==> src/rtl/cam_pixel_rx_if.sv <==
// Byte link (valid/data/ack four-phase) and pixel stream (valid/ready) of cam_pixel_rx.
interface cam_pixel_rx_if;
   // Four-phase byte link from the camera-FIFO transmitter
   logic        valid;
   logic [7:0]  data;
   logic        ack;
   // Pixel stream towards frame-buffer writers / loopback checkers
   logic [15:0] pix_data;
   logic        pix_valid;
   logic        pix_ready;
   logic        pix_eol;
   logic [9:0]  x_cnt;
   logic [8:0]  y_cnt;

   // Receiver side: consumes bytes, produces pixels
   modport slave (
      input  valid, data, pix_ready,
      output ack, pix_data, pix_valid, pix_eol, x_cnt, y_cnt
   );

   // Environment side: transmitter plus pixel sink
   modport master (
      output valid, data, pix_ready,
      input  ack, pix_data, pix_valid, pix_eol, x_cnt, y_cnt
   );
endinterface

==> src/rtl/cam_pixel_rx.sv <==
// Four-phase byte receiver that pairs bytes into RGB565 pixels (MSB first) and
// streams them with x/y position, end-of-line and end-of-frame markers.
module cam_pixel_rx #(
   parameter int unsigned H_ACTIVE    = 640,
   parameter int unsigned V_ACTIVE    = 480,
   parameter int unsigned SYNC_STAGES = 2
) (
   input  logic            clk_i,
   input  logic            rst_ni,
   cam_pixel_rx_if.slave   bus,
   input  logic            frame_start_i,
   input  logic            err_clr_i,
   output logic            frame_done_o,
   output logic            sync_err_o
);

   localparam logic [9:0] XLast = 10'(H_ACTIVE - 1);
   localparam logic [8:0] YLast = 9'(V_ACTIVE - 1);

   typedef enum logic [0:0] {StIdle, StAck} state_e;

   state_e                 state_q, state_d;
   logic [SYNC_STAGES-1:0] sync_q, sync_d;
   logic [7:0]             hi_q, hi_d;
   logic                   phase_q, phase_d;
   logic [15:0]            pix_data_q, pix_data_d;
   logic                   pix_valid_q, pix_valid_d;
   logic [9:0]             x_q, x_d;
   logic [8:0]             y_q, y_d;
   logic                   frame_done_q, frame_done_d;
   logic                   sync_err_q, sync_err_d;

   logic valid_s;
   logic hs;
   logic eff_phase;

   // Synchroniser for the asynchronous valid from the transmitter
   always_comb begin
      sync_d = {sync_q[SYNC_STAGES-2:0], bus.valid};
   end

   assign valid_s = sync_q[SYNC_STAGES-1];

   // State register for FSM, synchroniser, pairing and output stream
   always_ff @(posedge clk_i or negedge rst_ni) begin
      if (!rst_ni) begin
         state_q      <= StIdle;
         sync_q       <= '0;
         hi_q         <= '0;
         phase_q      <= 1'b0;
         pix_data_q   <= '0;
         pix_valid_q  <= 1'b0;
         x_q          <= '0;
         y_q          <= '0;
         frame_done_q <= 1'b0;
         sync_err_q   <= 1'b0;
      end else begin
         state_q      <= state_d;
         sync_q       <= sync_d;
         hi_q         <= hi_d;
         phase_q      <= phase_d;
         pix_data_q   <= pix_data_d;
         pix_valid_q  <= pix_valid_d;
         x_q          <= x_d;
         y_q          <= y_d;
         frame_done_q <= frame_done_d;
         sync_err_q   <= sync_err_d;
      end
   end

   // Next state: stream handshake, frame alignment, then byte acceptance
   always_comb begin
      state_d      = state_q;
      hi_d         = hi_q;
      phase_d      = phase_q;
      pix_data_d   = pix_data_q;
      pix_valid_d  = pix_valid_q;
      x_d          = x_q;
      y_d          = y_q;
      frame_done_d = 1'b0;
      sync_err_d   = sync_err_q & ~err_clr_i;

      hs        = pix_valid_q & bus.pix_ready;
      // A byte taken alongside frame_start is the first byte of the new frame
      eff_phase = phase_q & ~frame_start_i;

      if (hs) begin
         pix_valid_d = 1'b0;
         if (x_q == XLast) begin
            x_d = '0;
            if (y_q == YLast) begin
               y_d          = '0;
               frame_done_d = 1'b1;
            end else begin
               y_d = y_q + 9'd1;
            end
         end else begin
            x_d = x_q + 10'd1;
         end
      end

      // Misalignment is judged after any completing handshake, so a frame that
      // ends exactly on frame_start is clean
      if (frame_start_i) begin
         if (phase_q || (x_d != '0) || (y_d != '0) || pix_valid_d) begin
            sync_err_d = 1'b1;
         end
         phase_d      = 1'b0;
         x_d          = '0;
         y_d          = '0;
         pix_valid_d  = 1'b0;
         frame_done_d = 1'b0;
      end

      case (state_q)
         StIdle: begin
            // Second byte waits until the output register is free
            if (valid_s && (!eff_phase || !pix_valid_q || bus.pix_ready)) begin
               state_d = StAck;
               if (!eff_phase) begin
                  hi_d    = bus.data;
                  phase_d = 1'b1;
               end else begin
                  pix_data_d  = {hi_q, bus.data};
                  pix_valid_d = 1'b1;
                  phase_d     = 1'b0;
               end
            end
         end
         StAck: begin
            if (!valid_s) begin
               state_d = StIdle;
            end
         end
         default: state_d = StIdle;
      endcase
   end

   assign bus.ack       = (state_q == StAck);
   assign bus.pix_data  = pix_data_q;
   assign bus.pix_valid = pix_valid_q;
   assign bus.pix_eol   = (x_q == XLast);
   assign bus.x_cnt     = x_q;
   assign bus.y_cnt     = y_q;
   assign frame_done_o  = frame_done_q;
   assign sync_err_o    = sync_err_q;

endmodule

==> src/flat_wrapper.sv <==
// flat-port wrapper written by rule: the top's interface ports become plain ports
module cam_pixel_rx_flat 
#(
   parameter int unsigned H_ACTIVE    = 640,
   parameter int unsigned V_ACTIVE    = 480,
   parameter int unsigned SYNC_STAGES = 2
)
  (clk_i, rst_ni, frame_start_i, err_clr_i, frame_done_o, sync_err_o, bus_valid, bus_data, bus_pix_ready, bus_ack, bus_pix_data, bus_pix_valid, bus_pix_eol, bus_x_cnt, bus_y_cnt);
  cam_pixel_rx_if bus_i ();
  input  logic clk_i;
  input  logic rst_ni;
  input  logic frame_start_i;
  input  logic err_clr_i;
  output logic frame_done_o;
  output logic sync_err_o;
  input wire logic [$bits(bus_i.valid)-1:0] bus_valid;
  input wire logic [$bits(bus_i.data)-1:0] bus_data;
  input wire logic [$bits(bus_i.pix_ready)-1:0] bus_pix_ready;
  output wire logic [$bits(bus_i.ack)-1:0] bus_ack;
  output wire logic [$bits(bus_i.pix_data)-1:0] bus_pix_data;
  output wire logic [$bits(bus_i.pix_valid)-1:0] bus_pix_valid;
  output wire logic [$bits(bus_i.pix_eol)-1:0] bus_pix_eol;
  output wire logic [$bits(bus_i.x_cnt)-1:0] bus_x_cnt;
  output wire logic [$bits(bus_i.y_cnt)-1:0] bus_y_cnt;
  assign bus_i.valid = bus_valid;
  assign bus_i.data = bus_data;
  assign bus_i.pix_ready = bus_pix_ready;
  assign bus_ack = bus_i.ack;
  assign bus_pix_data = bus_i.pix_data;
  assign bus_pix_valid = bus_i.pix_valid;
  assign bus_pix_eol = bus_i.pix_eol;
  assign bus_x_cnt = bus_i.x_cnt;
  assign bus_y_cnt = bus_i.y_cnt;
  cam_pixel_rx #(.H_ACTIVE(H_ACTIVE), .V_ACTIVE(V_ACTIVE), .SYNC_STAGES(SYNC_STAGES)) u_core (.clk_i(clk_i), .rst_ni(rst_ni), .bus(bus_i), .frame_start_i(frame_start_i), .err_clr_i(err_clr_i), .frame_done_o(frame_done_o), .sync_err_o(sync_err_o));
endmodule
==> config.mk <==
export PLATFORM = sky130hd
export DESIGN_NAME = cam_pixel_rx_flat
export DESIGN_NICKNAME = d
export VERILOG_FILES = /design/src/rtl/cam_pixel_rx_if.sv /design/src/rtl/cam_pixel_rx.sv /design/src/flat_wrapper.sv
export SDC_FILE = /design/constraint.sdc
export NUM_CORES = 1
export LEC_CHECK = 0
export BUFFER_PORTS_ARGS = -buffer_cell sky130_fd_sc_hd__buf_4
export CAP_MARGIN = 20
export CELL_PAD_IN_SITES_DETAIL_PLACEMENT = 2
export CELL_PAD_IN_SITES_GLOBAL_PLACEMENT = 2
export CORE_MARGIN = 2
export CORE_UTILIZATION = 37
export CTS_CLUSTER_SIZE = 25
export DETAILED_ROUTE_END_ITERATION = 7
export HOLD_SLACK_MARGIN = 0.06
export PLACE_DENSITY_LB_ADDON = 0.1
export RECOVER_POWER = 25
export REMOVE_ABC_BUFFERS = 1
export SLEW_MARGIN = 10
export SYNTH_ARGS = -nofsm -noshare
export SYNTH_HDL_FRONTEND = slang
export SYNTH_SLANG_ARGS = --single-unit
==> constraint.sdc <==
create_clock -name clk_i -period 3.85 [get_ports clk_i]
set_input_delay 0.385 -clock clk_i [delete_from_list [all_inputs] [get_ports clk_i]]
set_output_delay 0.385 -clock clk_i [all_outputs]
set_load 0.02 [all_outputs]
## Word-level counts from Yosys, hierarchy flattened

Cells that the tools add are included.

| word-level totals | value |
|---|---|
| flip-flop bits (word level) | 50 |
| input port bits | 14 |
| output and inout port bits | 40 |
| word-level logic and storage cells | 58 |

| cells by class | value |
|---|---|
| multiplexer cells | 25 |
| bitwise gates (word level) | 7 |
| $add $sub $neg | 2 |
| reduce and logical (&&, ||, !) cells | 12 |
| equality and inequality tests | 2 |

Operator list:

| operator | number |
|---|---|
| $mux 9 | 4 |
| $mux 10 | 3 |
| $mux 1 | 17 |
| $add 10x1->10 const B | 1 |
| $eq 10x10->1 const B | 1 |
| $reduce_bool 10->1 | 1 |
| $add 9x1->9 const B | 1 |
| $eq 9x9->1 const B | 1 |
| $reduce_bool 9->1 | 1 |
| $reduce_and 3->1 | 2 |
| $logic_or 1x1->1 | 5 |
| $not 1->1 | 4 |
| $and 1x1->1 | 3 |
| $logic_not 1->1 | 2 |
| $pmux 1 s2 | 1 |
| $logic_and 1x1->1 | 1 |

## Depth between registers and ports, before layout

| depth | value |
|---|---|
| word-level depth | 9 |
| gate-level depth with buffers | 9 |
| depth with buffers taken out | 7 |

## Worst setup path after synthesis

No wires, ideal clock.

| timing | value |
|---|---|
| path kind | flip-flop to flip-flop |
| start point | register u_core.x_q[0] (netlist: u_core.bus.x_cnt[0]) |
| end point | register u_core.sync_err_q (netlist: u_core.sync_err_o) |
| arrival time | 1.992 ns |
| path buffers | 1 |
| stages on the path, launching flop included | 9 |
| setup slack | 1.721 ns |
| required time | 3.713 ns |
| setup time | 0.137 ns |
| period minus slack after synthesis | 2.129 ns |
| cell sequence | dfrtp_1 ha_1 and4_2 buf_6 and3_2 mux2_2 o21ai_0 and3_2 a41oi_2 |

| between the ends | value |
|---|---|
| cells in the longest elaborated chain, start to end | 9 |
| elaborated cells between the ends (all ways) | 13 |
| those cells by class | 1 x add/sub; 1 x eq/ne; 6 x mux; 5 x reduce/logical |

RTL lines:

| what | RTL line | RTL |
|---|---|---|
| start, declared | cam_pixel_rx.sv:28 | `logic [9:0] x_q, x_d;` |
| start signal, assigned | cam_pixel_rx.sv:53 | `x_q <= '0;` |
| start signal, assigned | cam_pixel_rx.sv:64 | `x_q <= x_d;` |
| $add 10x1->10 / $eq 10x10->1 (equally long branches) | cam_pixel_rx.sv:98, cam_pixel_rx.sv:89 |  |
| $mux 10 | cam_pixel_rx.sv:89 | `if (x_q == XLast) begin` |
| $mux 10 | cam_pixel_rx.sv:87 | `if (hs) begin` |
| $reduce_bool 10->1 | cam_pixel_rx.sv:105 | `if (phase_q \|\| (x_d != '0) \|\| (y_d != '0) \|\| pix_valid_d) begin` |
| $logic_or 1x1->1 | cam_pixel_rx.sv:105 |  |
| $logic_or 1x1->1 * (2 in series) | cam_pixel_rx.sv:105 |  |
| $mux 1 * | cam_pixel_rx.sv:105 |  |
| $mux 1 * | cam_pixel_rx.sv:104 | `if (frame_start_i) begin` |
| net u_core.sync_err_d | cam_pixel_rx.sv:31 | `logic sync_err_q, sync_err_d;` |
| end signal, assigned | cam_pixel_rx.sv:67 | `sync_err_q <= sync_err_d;` |
| end, declared | cam_pixel_rx.sv:31 |  |

Mark *: on every way through the listed nets, which the timed path passes. The rest lies on a longest branch.
A chain may end at the register's enable or synchronous reset.

==> results.yml <==
status:
  outcome: "finished with violations"
  violations: "max-capacitance violations, max-slew violations"
die:
  core_area_um2: 6680
  dieArea_um2: 7450
  io-pin-count: 54
  initial_utilization_pct: 37.5
  rows: 30
  die_w_um: 86.3
  dieHeight_um: 86.3
drt:
  drcViolationCount: 0
  firstDrtPassIters: 3
  wl_per_cell_um: 17.8
  drt_wl_total_mm: 6.30
  drt_iter0_drc: 54
  viasPerCell: 5.40
  vias: 1906
  postRouteAntennaNets: 0
critical_path:
  crit_buf_inv: 1
  worst-path-stages: 1
  worst_r2r_path_depth: 7
  setup.worst_path.class: "input port to asynchronous set/reset pin"
  required_ps: 3700
  cpPeakStageDelay_ps: 1880
  worst_setup_path_start_kind: "input port"
  arrival_ps: 2320
  path_max_fanout: 50
  path_delay_family: "buffers and inverters"
  path_cells: "clkbuf_1"
  slowest_stage: "clkbuf_1"
  end_kind: "asynchronous set/reset pin"
final_layout:
  drive_gt1_share_pct: 37.0
  diodes: 0
  area_growth_pct: 20.3
  final_nets: 288
synthesis:
  ys_async_sr_fraction_pct: 100
  synthCells: 224
  synth_edf_count: 0
  synth_area_leaders: "dfrtp_1 (50%), mux2_2 (11%), nor2_1 (3.6%)"
  synth_common_cells: "dfrtp_1 (50), mux2_2 (25), nor2_1 (24)"
  syn_avg_cell_area_um2: 11.2
  synthMostInstantiatedCell: "dfrtp_1"
  seq_area_frac_synth_pct: 49.9
  ys_ff_latch: 50
  synth_largest_area_cell: "dfrtp_1"
  yosysWarnings: 0
  synth.distinct_cells: 51
  synth_area_um2: 2510
  yosysTopAreaCellShare_pct: 49.9
  ys.flop_type: "dfrtp_1"
power:
  max-vdd-ir-drop_mv: 0.227
  p_leak_uw: 0.00133
  power_frac_seq_pct: 48.9
  p_sw_uw: 383
  clockPowerShare_pct: 28.6
  p_total_uw: 1330
  p_per_area_nw_per_um2: 440
  p_int_uw: 946
  p_sw_share_pct: 28.8
  comb_power_share_pct: 22.5
sta:
  finalHoldViolCount: 0
  finClkSkew_ps: 7.58
  fmax_mhz: 403
  slew_violations: 51
  whs_ps: 201
  fin_crit_ps: 2480
  fin_crit_sh_pct: 64.4
  fin_setup_tns_ps: 0
  worst_pin_slew_ps: 2720
  rsz0062_at_grt: "false"
  slew_headroom_pct: -81.0
  setup_viol: 0
global_route:
  grt_usage_pct: 18.0
  grt_pass1_wl_mm: 10.7
  grt_pass1_vias: 2078
  grt_max_degree: 51
  overflow: 0
  antenna_found_initial: 0
clock_network:
  cts_tree: "done"
  cts-resized-gates: 0
  cts_buffers: 5
  clk_latency_ps: 310
  root_buffer: "clkbuf_8"
  postCtsSetupBuffers: 0
  cts_buffer_depth: 2
  h-tree-depth: 2
  clk_pin_slew_ps: 90
  ctsHoldBuffers: 0
  clkSinkCount: 50
place:
  gp_routability_congestion: 0.765
  dp_hpwl_mm: 4.32
  port_buffers: 53
job:
  maxCapViolCount: 1
min_path:
  hold_class: "input port to flop"
  min_path_cells: 1
==> flip-flops by register name, indices dropped and copies added (netlist names) <==
| name | cells |
|---|---|
| u_core.hi_q | 8 |
| u_core.phase_q | 1 |
| u_core.bus.ack | 1 |
| u_core.bus.x_cnt | 10 |
| u_core.sync_q | 2 |
| u_core.bus.pix_valid | 1 |
| u_core.bus.pix_data | 16 |
| u_core.bus.y_cnt | 9 |
| u_core.frame_done_o | 1 |
| u_core.sync_err_o | 1 |
==> area by class of cell <==
type                            instances  area (um^2)
Clock buffer                            6         72.6
Clock inverter                          2         37.5
Fill cell                             706         3660
Inverter                                2         7.51
Multi-Input combinational cell        159         1150
Sequential cell                        50         1250
Tap cell                               80          100
Timing Repair Buffer                   54          402
==> power groups by stage <==
stage,clock [uW],combinational (uW),sequential (uW)
floorplan,0,82.8,726
global placement,0,299,652
detailed placement,0,305,659
CTS,398,305,651
global route,411,320,663
finish,381,299,649
==> stage by stage <==
stage	worst slack, ps	area, um^2	cells	utilization, %
2_1_floorplan	1330	2400	211	-
5_1_grt	914	3020	353	45.2
3_3_place_gp	1610	2910	345	43.6
3_5_place_dp	1480	2910	345	43.6
4_1_cts	1460	3020	353	45.2
6_report	1370	3020	353	45.2
==> path summary, 6_finish.rpt <==
check	from	end	slack (ps)
setup / recovery	rst_ni	u_core.bus.pix_valid	1370
hold / removal	bus_valid	u_core.sync_q[0]	200
setup reg to reg	u_core.bus.x_cnt[0]	u_core.sync_err_o	1460
hold reg to reg	u_core.sync_q[0]	u_core.sync_q[1]	360
max in group clk_i	u_core.bus.x_cnt[0]	u_core.sync_err_o	1460
min in group asynchronous	rst_ni	u_core.bus.x_cnt[4]	910
==> cell usage in the layout (no fill, tap or decap), types with 3 or more instances in the layout <==
| cell type | instances |
|---|---|
| nor2_1 | 24 |
| mux2_2 | 25 |
| nor3_1 | 5 |
| a21oi_1 | 11 |
| nand2b_1 | 6 |
| nand4_1 | 5 |
| nand3_1 | 7 |
| clkbuf_8 | 5 |
| dfrtp_1 | 50 |
| and3_2 | 3 |
| a211oi_1 | 3 |
| xnor2_1 | 6 |
| nand2_1 | 11 |
| buf_4 | 52 |
| o21ai_0 | 8 |
| xor2_1 | 6 |
==> logic make-up (layout without fill, tap and decap cells) <==
| kind of cell | count (synthesis) | count (layout) | synth area share (%) |
|---|---|---|---|
| xor+xnor | 13 | 13 | 4.84 |
| mux | 26 | 26 | 11.6 |
| buf+inv | 15 | 64 | 4.54 |
| flops | 50 | 50 | 49.9 |
| compound gates | 36 | 36 | 9.53 |
| simple gates | 82 | 82 | 18.6 |
| fa+ha+maj | 2 | 2 | 0.997 |
==> metal layers <==
layer  GRT usage (%)  vias up  routed length [um]
met4            4.26        0                  68
met2            30.9       37                3110
met5               0        -                   0
met3            3.81        6                 260
li1                -      896                   -
met1            23.4      967                2860
No activity file was read; power rests on OpenSTA's default activity.
